File: config.mk
export PLATFORM = sky130hd
export DESIGN_NAME = trap_ctrl
export DESIGN_NICKNAME = d
export VERILOG_FILES = /design/src/rtl/trap_ctrl.sv
export SDC_FILE = /design/constraint.sdc
export NUM_CORES = 1
export LEC_CHECK = 0
export BUFFER_PORTS_ARGS = -buffer_cell sky130_fd_sc_hd__buf_2
export CAP_MARGIN = 20
export CORE_UTILIZATION = 30
export CTS_CLUSTER_SIZE = 16
export DETAILED_ROUTE_END_ITERATION = 7
export MAX_ROUTING_LAYER = met4
export PLACE_DENSITY = 0.68
export SLEW_MARGIN = 5
export SYNTH_ARGS = -nofsm -noshare
export SYNTH_HDL_FRONTEND = slang
export SYNTH_SLANG_ARGS = --single-unit
File: constraint.sdc
create_clock -name clk_i -period 4.1 [get_ports clk_i]
set_input_delay 1.025 -clock clk_i [delete_from_list [all_inputs] [get_ports clk_i]]
set_output_delay 1.025 -clock clk_i [all_outputs]
set_load 0.05 [all_outputs]
File: src/rtl/trap_ctrl.sv
// Machine-mode trap sequencer: takes ecall/ebreak/illegal/mret from decode, writes the
// trap CSRs one at a time over a handshaked write port, then redirects fetch.
module trap_ctrl #(
    parameter int XLEN   = 64,
    parameter int CSR_AW = 12
) (
    input  logic              clk_i,
    input  logic              rst_n_i,
    input  logic              instr_vld_i,
    input  logic              id_ecall_i,
    input  logic              id_ebreak_i,
    input  logic              id_ilegl_instr_i,
    input  logic              id_mret_i,
    input  logic [XLEN-1:0]   pc_i,
    input  logic [31:0]       instr_i,
    input  logic [XLEN-1:0]   csr_mtvec_i,
    input  logic [XLEN-1:0]   csr_mepc_i,
    input  logic [XLEN-1:0]   csr_mstatus_i,
    output logic              csr_we_o,
    output logic [CSR_AW-1:0] csr_waddr_o,
    output logic [XLEN-1:0]   csr_wdata_o,
    input  logic              csr_wack_i,
    output logic              kill_o,
    output logic              stall_o,
    output logic              redirect_vld_o,
    output logic [XLEN-1:0]   redirect_pc_o
);

    localparam logic [CSR_AW-1:0] ADDR_MSTATUS = CSR_AW'(12'h300);
    localparam logic [CSR_AW-1:0] ADDR_MEPC    = CSR_AW'(12'h341);
    localparam logic [CSR_AW-1:0] ADDR_MCAUSE  = CSR_AW'(12'h342);
    localparam logic [CSR_AW-1:0] ADDR_MTVAL   = CSR_AW'(12'h343);

    localparam logic [3:0] CAUSE_ILLEGAL = 4'd2;
    localparam logic [3:0] CAUSE_EBREAK  = 4'd3;
    localparam logic [3:0] CAUSE_ECALL   = 4'd11;

    typedef enum logic [2:0] {
        IDLE     = 3'd0,
        W_MEPC   = 3'd1,
        W_MCAUSE = 3'd2,
        W_MTVAL  = 3'd3,
        W_MSTAT  = 3'd4,
        REDIR    = 3'd5
    } state_t;

    state_t            state_q, state_d;
    logic [XLEN-1:0]   pc_q, pc_d;
    logic [XLEN-1:0]   tval_q, tval_d;
    logic [3:0]        cause_q, cause_d;
    logic              ret_q, ret_d;

    logic              take_trap;
    logic              take_ret;
    logic              accept;
    logic [XLEN-1:0]   mstat_wdata;

    // Gating with reset keeps kill/stall quiet while the block is held in reset.
    assign take_trap = rst_n_i & instr_vld_i & (id_ilegl_instr_i | id_ebreak_i | id_ecall_i);
    assign take_ret  = rst_n_i & instr_vld_i & id_mret_i & ~take_trap;
    assign accept    = (state_q == IDLE) & (take_trap | take_ret);

    assign kill_o  = accept;
    assign stall_o = accept | (state_q != IDLE);

    always_comb begin
        state_d = state_q;
        pc_d    = pc_q;
        tval_d  = tval_q;
        cause_d = cause_q;
        ret_d   = ret_q;
        unique case (state_q)
            IDLE: begin
                if (take_trap) begin
                    state_d = W_MEPC;
                    pc_d    = pc_i;
                    ret_d   = 1'b0;
                    if (id_ilegl_instr_i) begin
                        cause_d = CAUSE_ILLEGAL;
                        tval_d  = XLEN'(instr_i);
                    end else if (id_ebreak_i) begin
                        cause_d = CAUSE_EBREAK;
                        tval_d  = pc_i;
                    end else begin
                        cause_d = CAUSE_ECALL;
                        tval_d  = '0;
                    end
                end else if (take_ret) begin
                    state_d = W_MSTAT;
                    ret_d   = 1'b1;
                end
            end
            W_MEPC:   if (csr_wack_i) state_d = W_MCAUSE;
            W_MCAUSE: if (csr_wack_i) state_d = W_MTVAL;
            W_MTVAL:  if (csr_wack_i) state_d = W_MSTAT;
            W_MSTAT:  if (csr_wack_i) state_d = REDIR;
            REDIR:    state_d = IDLE;
            default:  state_d = IDLE;
        endcase
    end

    always_ff @(posedge clk_i) begin
        if (!rst_n_i) begin
            state_q <= IDLE;
            pc_q    <= '0;
            tval_q  <= '0;
            cause_q <= '0;
            ret_q   <= 1'b0;
        end else begin
            state_q <= state_d;
            pc_q    <= pc_d;
            tval_q  <= tval_d;
            cause_q <= cause_d;
            ret_q   <= ret_d;
        end
    end

    // mstatus is read live so any concurrent CSR update is folded into the write.
    always_comb begin
        mstat_wdata        = csr_mstatus_i;
        mstat_wdata[12:11] = 2'b11;
        if (ret_q) begin
            mstat_wdata[3] = csr_mstatus_i[7];
            mstat_wdata[7] = 1'b1;
        end else begin
            mstat_wdata[7] = csr_mstatus_i[3];
            mstat_wdata[3] = 1'b0;
        end
    end

    // Write port: address/data are a pure function of state, so they hold until ack.
    always_comb begin
        csr_we_o       = 1'b0;
        csr_waddr_o    = '0;
        csr_wdata_o    = '0;
        redirect_vld_o = 1'b0;
        redirect_pc_o  = '0;
        unique case (state_q)
            W_MEPC: begin
                csr_we_o    = 1'b1;
                csr_waddr_o = ADDR_MEPC;
                csr_wdata_o = pc_q;
            end
            W_MCAUSE: begin
                csr_we_o    = 1'b1;
                csr_waddr_o = ADDR_MCAUSE;
                csr_wdata_o = XLEN'(cause_q);
            end
            W_MTVAL: begin
                csr_we_o    = 1'b1;
                csr_waddr_o = ADDR_MTVAL;
                csr_wdata_o = tval_q;
            end
            W_MSTAT: begin
                csr_we_o    = 1'b1;
                csr_waddr_o = ADDR_MSTATUS;
                csr_wdata_o = mstat_wdata;
            end
            REDIR: begin
                redirect_vld_o = 1'b1;
                // Synchronous traps always land on the mtvec base, whatever the mode bits.
                redirect_pc_o  = ret_q ? csr_mepc_i : (csr_mtvec_i & ~XLEN'(3));
            end
            default: begin
                csr_we_o = 1'b0;
            end
        endcase
    end

endmodule

======== Word-level counts from Yosys, hierarchy flattened ========
Index checks and enable logic that the tools add are counted.
storage, ports and cells
  memories kept ........................... 0
  register bits after elaboration ......... 136
  logic and storage cells ................. 53
  output and inout port bits .............. 144
  bits in latches ......................... 0
  memory bits (read-only) ................. 0
  memory bits (writable) .................. 0
cells by class
  divide/modulo/power cells ............... 0
  bitwise logic cells ..................... 10
  shift operators ......................... 0
  equality and inequality tests ........... 10
  mux-type cells .......................... 21
  reductions and logical operators ........ 7
  order comparisons ....................... 0
  $add $sub $neg .......................... 0
  $mul .................................... 0
operators with widths
  cell                number
  $mux 64             4
  $pmux 64 s4         1
  $pmux 10 s4         1
  $mux 3              6
  $pmux 3 s5          1
  $mux 4              2
  $ne 2x2->1 const B  4
  $eq 3x2->1 const B  2
  $eq 3x3->1 const B  2
  $mux 1              6
  $and 1x1->1         5
  $reduce_and 5->1    1
  $or 1x1->1          4
  $reduce_and 2->1    2
  $reduce_or 4->1     1
  $eq 3x1->1 const B  1
  $logic_not 3->1     1
  $ne 3x3->1 const B  1
  $reduce_bool 3->1   1
  $reduce_bool 2->1   1
  $not 1->1           1

======== Longest topological paths before layout ========
Gate-level depths: netlist of run 1.
  depth in word-level cells ............... 8
  gate-level depth with buffers ........... 7
  mapped depth without buffers ............ 4

======== Worst setup path before layout of run 1 ========
OpenSTA, ideal clock, no wires.
  path type ............................... input port to output port
  from .................................... input id_ilegl_instr_i
  to ...................................... output stall_o
  stages on the path ...................... 3
  required time ........................... 3.075 ns
  slack ................................... 0.830 ns
  data arrival time ....................... 2.245 ns
  cell sequence ........................... buf_6 > or4_4 > a311o_1
on the way
  word-level cells in the longest chain between the ends .. 8
ends and longest elaborated chain
  element                      line  RTL
  from (decl)                  12    input logic id_ilegl_instr_i,
  $or 1x1->1 (*) (2 in a row)  59    assign take_trap = rst_n_i & instr_vld_i & (id_ilegl_instr_i | id_ebreak_i | id_ecall_i);
  $and 1x1->1 (*)              59
  $not 1->1                    60    assign take_ret = rst_n_i & instr_vld_i & id_mret_i & ~take_trap;
  $and 1x1->1                  60
  $or 1x1->1 (*)               61    assign accept = (state_q == IDLE) & (take_trap | take_ret);
  $and 1x1->1 (*)              61
  $or 1x1->1 (*)               64    assign stall_o = accept | (state_q != IDLE);
  to (decl)                    24    output logic stall_o,
Mark *: on every way between the ends. The rest lies on a longest branch, timed or not.

======== Worst setup path after layout of run 1 ========
  from .................................... register state_q[1]
  to ...................................... output redirect_pc_o[1]
on the way
  word-level cells in the longest chain between the ends .. 2
ends and longest elaborated chain
  element                 line  RTL
  from (decl)             47    state_t state_q, state_d;
  from (signal assigned)  110   state_q <= state_d;
  $eq 3x3->1              138   unique case (state_q)
  $mux 64                 138
  to (decl)               26    output logic [XLEN-1:0] redirect_pc_o
Every way passes these cells.

==> reports/qor.csv, run 1 <==
metric,value,unit
status,"finished, final reports clean",
wire length per cell,20.0,microns
Die Span X,173,microns
Num Clock Sinks,135,
Critical Path Source,state_q[1],
"Top FF cell, synth",dfxtp_1,
post-synthesis sequential area ratio,30.9,%
Final Max Slew Viols,0,
RSZ-0062 raised after global routing,false,
initial antenna violation count,1,
Hold Path Class,flip-flop to flip-flop,
gr usage total,22.9,%
synthesized instance count,1049,
Inserted Clock Buffers,17,
CTS Root Buffer Type,clkbuf_16,
initial core utilization,30.5,%
worst reg2reg path startpoint,state_q[1],
total vias in the final route,9995,
number of global-route vias before repair,9113,
post-CTS setup buffers,0,
Die ar.,29800,sq um
met1 Usage GRT,31.7,%
GR Util met2,32.3,%
PD cells,425,nW/um^2
largest net degree at the start of global routing,100,
Most Crowded Layer GR,met2,
min cycle time layout,3.48,ns
Worst EP required,3.07,ns
setup TNS,0,ns
share of cells above drive strength 1,36.2,%
DRC,0,
H-tree depth,4,
top-count cell post-synth,dfxtp_1,
Crit. End Element,primary output,
Routed WL,35200,microns
Post-CTS Resized,0,
Yosys cell types,50,
CTS tree,yes,
core area,28700,sq um
startpoint types,flip-flop,
Worst-Skew Late Latency,0.43,ns
endpoints failing hold,0,
WP data arrival,2.45,ns
Clock Tree Buf Depth,2,
via/cell ratio,5.67,
clk_skew,0.00949,ns
WS Path Type,flip-flop to primary output,
Nets,1663,
GRT Residual Overflow,0,
Post-synth EDFFs,0,
share of the synthesized area in the top cell type,30.9,%
Tcrit/Tclk final,84.8,%
Area contributors post-synth,"dfxtp_1 31%, mux2i_1 14%, o31ai_1 7.8%",
Max Fclk,0.287,GHz
detailed placer's ending HPWL,23300,microns
endpoints failing setup,0,
CP Max Fanout,63,
hold path start,pc_q[31],
leak pwr,4.77,nW
syn avg cell area,8.33,sq um
total iterations of the first detailed-routing run,6,
placed cell areas,11000,sq um
num rows,62,
synth warn,0,
actual slew at the worst max-slew pin,1.12,ns
hold_buf cts,0,
Post-synth top cells,"135 x dfxtp_1, 123 x mux2i_1, 97 x nand4_1",
Synth-to-Final Area Change,32.7,%
first-pass GRT wire length,53000,microns
Die Ht,173,microns
largest area contributor in the netlist,dfxtp_1,
DRT antenna net count,0,
Seq cells post-synth,135,
IO Count,440,
ys async rst share,0,%
Mapped Area,8740,sq um
routability cong.,0.925,
Max-slew headroom,25.2,%
initial DRC count,1086,
final instance area,11600,sq um
met3 Resource Use GR,5.80,%
VDD IR-drop max,0.205,mV
Antenna Diode Count,0,
"Reg clk slew, reported paths",0.06,ns
PortBufs,428,
max cap viols,0,
-- critical path, stage by stage, from the launching register on --
cell	delay, ns
dfxtp_4	0.67
nand3b_1	0.18
buf_4	0.53
inv_1	0.18
and3_1	0.23
buf_2	0.21
-- state kept, by name, summed over array words and instances (netlist names) --
signal and flops:
tval_q 64, cause_q 3, state_q 3, pc_q 64, ret_q 1
-- per-layer routing --
layer	vias up	part of all wire [%]
li1	4656	-
met1	4784	45
met2	496	44
met3	59	8.8
met4	0	2.4
met5	-	0
-- layout by cell type, fill, tap and decap left out, types with 3 or more instances in the layout --
| cell type | count |
|---|---|
| a21oi_1 | 92 |
| a311oi_1 | 32 |
| a31oi_1 | 33 |
| and3b_1 | 33 |
| buf_12 | 7 |
| buf_2 | 427 |
| buf_4 | 19 |
| bufinv_16 | 3 |
| clkbuf_16 | 17 |
| conb_1 | 7 |
| dfxtp_1 | 133 |
| inv_6 | 6 |
| mux2i_1 | 123 |
| nand2_1 | 43 |
| nand3b_1 | 34 |
| nand4_1 | 97 |
| nor2_1 | 66 |
| o21ai_0 | 3 |
| o21ai_1 | 6 |
| o2bb2ai_1 | 60 |
| o31ai_1 | 91 |
-- per-stage QoR --
| step | instances | power, W | hold WS (ns) | setup WS (ns) | utilization, % |
|---|---|---|---|---|---|
| floorplan | 1055 | 0.00277 | 0.428 | 0.830 | - |
| global placement | 1732 | 0.00326 | 0.437 | 0.700 | 38.3 |
| detailed placement | 1732 | 0.00328 | 0.444 | 0.709 | 38.3 |
| CTS | 1764 | 0.00495 | 0.453 | 0.648 | 40.4 |
| global route | 1764 | 0.00512 | 0.460 | 0.513 | 40.4 |
| finish | 1764 | 0.00493 | 0.450 | 0.621 | 40.4 |
-- report_power, final --
part / internal (W) / total [W] / switching (W)
combinational: 0.000518 / 0.00176 / 0.00124
sequential: 0.00141 / 0.00151 / 0.0000972
clock: 0.000976 / 0.00165 / 0.000675
total: 0.00291 / 0.00493 / 0.00202
-- logic make-up (layout without fill, tap and decap cells) --
family / Yosys count / after routing / synth area share, %
buffers and inverters: 163 / 488 / 8.39
xor gates and xnor gates: 3 / 3 / 0.301
AOI/OAI and AO/OA: 329 / 329 / 26.4
and+or+nand+nor: 292 / 292 / 19.5
muxes: 125 / 125 / 14.3
other: 1 / 7 / 0.0429
adders and majority gates: 1 / 1 / 0.114
DFF: 135 / 135 / 30.9
-- cell type report --
class / instances / area [sq um]
timing repair buffer: 453 / 2420
clock buffer: 18 / 429
sequential: 135 / 2710
multi-input combinational: 757 / 5360
fill: 2939 / 17100
clock inverter: 14 / 186
tap: 384 / 480
inverter: 3 / 13.8
-- path summary, 6_finish.rpt --
| check | end | slack (ns) | depth (start not counted) |
|---|---|---|---|
| max | redirect_pc_o[1] | 0.62 | 5 |
| min | pc_q[31] | 0.45 | 2 |
| max reg2reg | tval_q[19] | 1.34 | 5 |
| min reg2reg | pc_q[31] | 0.45 | 2 |
(Power assumes the default switching activity.)
==> run 2, diff against run 1 <==
Settings changed: ABC_AREA set to 1, CORE_AREA set to 2 2 171 173, CORE_UTILIZATION 30 to not set, DIE_AREA set to 0 0 173 175, PLACE_DENSITY 0.68 to 0.62.
Clock period 4.1 ns to 3.6 ns, I/O delays scaled along.
==> reports/qor.csv, run 2 <==
metric,value,unit
status,"finished, final reports clean",
Post-CTS Resized,0,
WP data arrival,2.42,ns
CP Max Fanout,29,
share of the synthesized area in the top cell type,38.3,%
number of global-route vias before repair,7746,
CP peak stage delay,0.52,ns
routability cong.,0.825,
CP top delay family,buffers and inverters,
share of cells above drive strength 1,34.0,%
Nets,1734,
Die Span X,173,microns
final worst slack,0.280,ns
Final Max Slew Viols,0,
setup TNS,0,ns
Seq cells post-synth,135,
syn avg cell area,6.71,sq um
WS Path Type,flip-flop to primary output,
CP Cell Sequence,inv_1 -> nand2_1 -> nor2_1 -> buf_4 -> inv_2 -> buf_12 -> o221ai_1 -> buf_2,
top-count cell post-synth,nand2_1,
R2R setup slack,1.77,ns
largest area contributor in the netlist,dfxtp_1,
Max Fclk,0.301,GHz
hold slack,0.454,ns
wire length per cell,14.8,microns
Hold Path Class,flip-flop to flip-flop,
post-synthesis sequential area ratio,38.3,%
RSZ-0062 raised after global routing,false,
DRT antenna net count,0,
area of the multi-input gates,3350,sq um
Inserted Clock Buffers,17,
min cycle time layout,3.32,ns
endpoints failing setup,0,
pre-CTS WS,0.633,ns
VDD IR-drop max,0.293,mV
"commonest cells after routing, fill and taps aside","427 x buf_2, 318 x nand2_1, 138 x inv_1",
Worst Setup EP,csr_wdata_o[24],
Post-synth top cells,"318 x nand2_1, 139 x inv_1, 135 x dfxtp_1",
initial DRC count,459,
Routed WL,27300,microns
Synth-to-Final Area Change,41.6,%
core area,28400,sq um
Worst-Skew Late Latency,0.42,ns
max cap viols,0,
sequential standard cell area,2700,sq um
PortBufs,428,
H-tree depth,4,
Die Ht,175,microns
Crit. End Element,primary output,
num rows,62,
Area contributors post-synth,"dfxtp_1 38%, nand2_1 17%, a21oi_1 9.0%",
total iterations of the first detailed-routing run,7,
DRC,0,
worst flop-to-flop path endpoint,pc_q[27],
"most common cell after layout, fill and taps aside",buf_2,
post-CTS setup buffers,0,
worst reg2reg path startpoint,state_q[2],
first-pass GRT wire length,41100,microns
via/cell ratio,4.55,
startpoint types,flip-flop,
"Top FF cell, synth",dfxtp_1,
CTS Root Buffer Type,clkbuf_16,
largest net degree at the start of global routing,98,
Post-synth EDFFs,0,
initial core utilization,24.9,%
"Power, Total",0.00682,W
hold_buf cts,0,
Yosys cell types,25,
Worst EP required,2.70,ns
gr usage total,17.6,%
buffers plus inverters on the worst setup path,5,
endpoints failing hold,0,
total vias in the final route,8372,
synth warn,0,
Max-slew headroom,51.7,%
Num Clock Sinks,135,
Clock Tree Buf Depth,2,
Fillers,3143,
Die ar.,30300,sq um
detailed placer's ending HPWL,19700,microns
actual slew at the worst max-slew pin,0.724,ns
biggest regs,"pc_q: 64 flops, tval_q: 64 flops",
clk_skew,0.0187,ns
ys async rst share,0,%
initial antenna violation count,4,
leak pwr,4.82,nW
critical path depth,8,
crit path max-delay cell type,inv_2,
CTS tree,yes,
synthesized instance count,1053,
IO Count,440,
Critical Path Source,state_q[2],
Mapped Area,7060,sq um
PD cells,683,nW/um^2
Tcrit/Tclk final,92.2,%
Register-to-Register Path Depth,7,
GRT Residual Overflow,0,
"Reg clk slew, reported paths",0.07,ns
==> run 2: cell types whose count changed after synthesis, moves of 35 or more <==
cell	change
o31ai_1	-91
a21oi_1	+35
nand4_1	-94
nand2_1	+275
inv_1	+137
clkbuf_1	-40
o2bb2ai_1	-60
mux2i_1	-123
o22ai_1	+37
o221ai_1	+54
nor2_1	-47
o21ai_0	+80
==> run 2: worst min path at each step <==
stage / cells after the start / from / slack, ns / to
6_report: 2 / pc_q[12] / 0.45 / pc_q[12]
4_1_cts: 2 / tval_q[12] / 0.46 / tval_q[12]
2_1_floorplan: 2 / pc_q[12] / 0.43 / pc_q[12]
3_3_place_gp: 2 / pc_q[10] / 0.44 / pc_q[10]
5_1_grt: 2 / pc_q[9] / 0.47 / pc_q[9]
3_5_place_dp: 2 / pc_q[12] / 0.45 / pc_q[12]
==> run 2: cell families (layout without fill, tap and decap cells) <==
logic type / Yosys count / after routing / synth area share, %
buf+inv: 232 / 624 / 14.6
other cells: 1 / 11 / 0.0531
flops: 135 / 135 / 38.3
simple gates: 359 / 359 / 19.8
compound gates: 326 / 326 / 27.2
==> run 2: area by class of cell <==
type                            instances  share of cell area, %
Inverter                              146                   5.48
Timing Repair Buffer                  446                   23.4
Sequential cell                       135                   27.1
Antenna cell                            4                  0.100
Clock inverter                         15                   1.33
Tap cell                              384                   4.81
Multi-Input combinational cell        692                   33.5
Clock buffer                           17                   4.26
==> run 2: tightest hold or removal path: cells and delay by family (launching register included) <==
kind | cells | cell delay, ns
compound gates | 1 | 0.05
flops | 1 | 0.30
buf+inv | 1 | 0.06
==> run 2: layer usage <==
metal	vias up	track usage (%)	wire length, microns
li1	4230	-	-
met1	3797	21.2	11900
met2	320	29.4	13200
met3	25	4.16	1810
met4	0	4.52	408
met5	-	-	0
==> run 2: power by group <==
group / internal (W) / switching, W / total [W]
clock network: 0.000909 / 0.000774 / 0.00168
logic: 0.000808 / 0.00251 / 0.00332
registers: 0.00174 / 0.0000787 / 0.00182
total: 0.00346 / 0.00336 / 0.00682
==> run 2: stage by stage <==
step | instances | instance area [sq um] | util, %
finish | 1839 | 9990 | 35.2
CTS | 1835 | 9980 | 35.2
global route | 1839 | 9990 | 35.2
global placement | 1803 | 9430 | 33.2
floorplan | 1059 | 7090 | -
detailed placement | 1803 | 9430 | 33.2
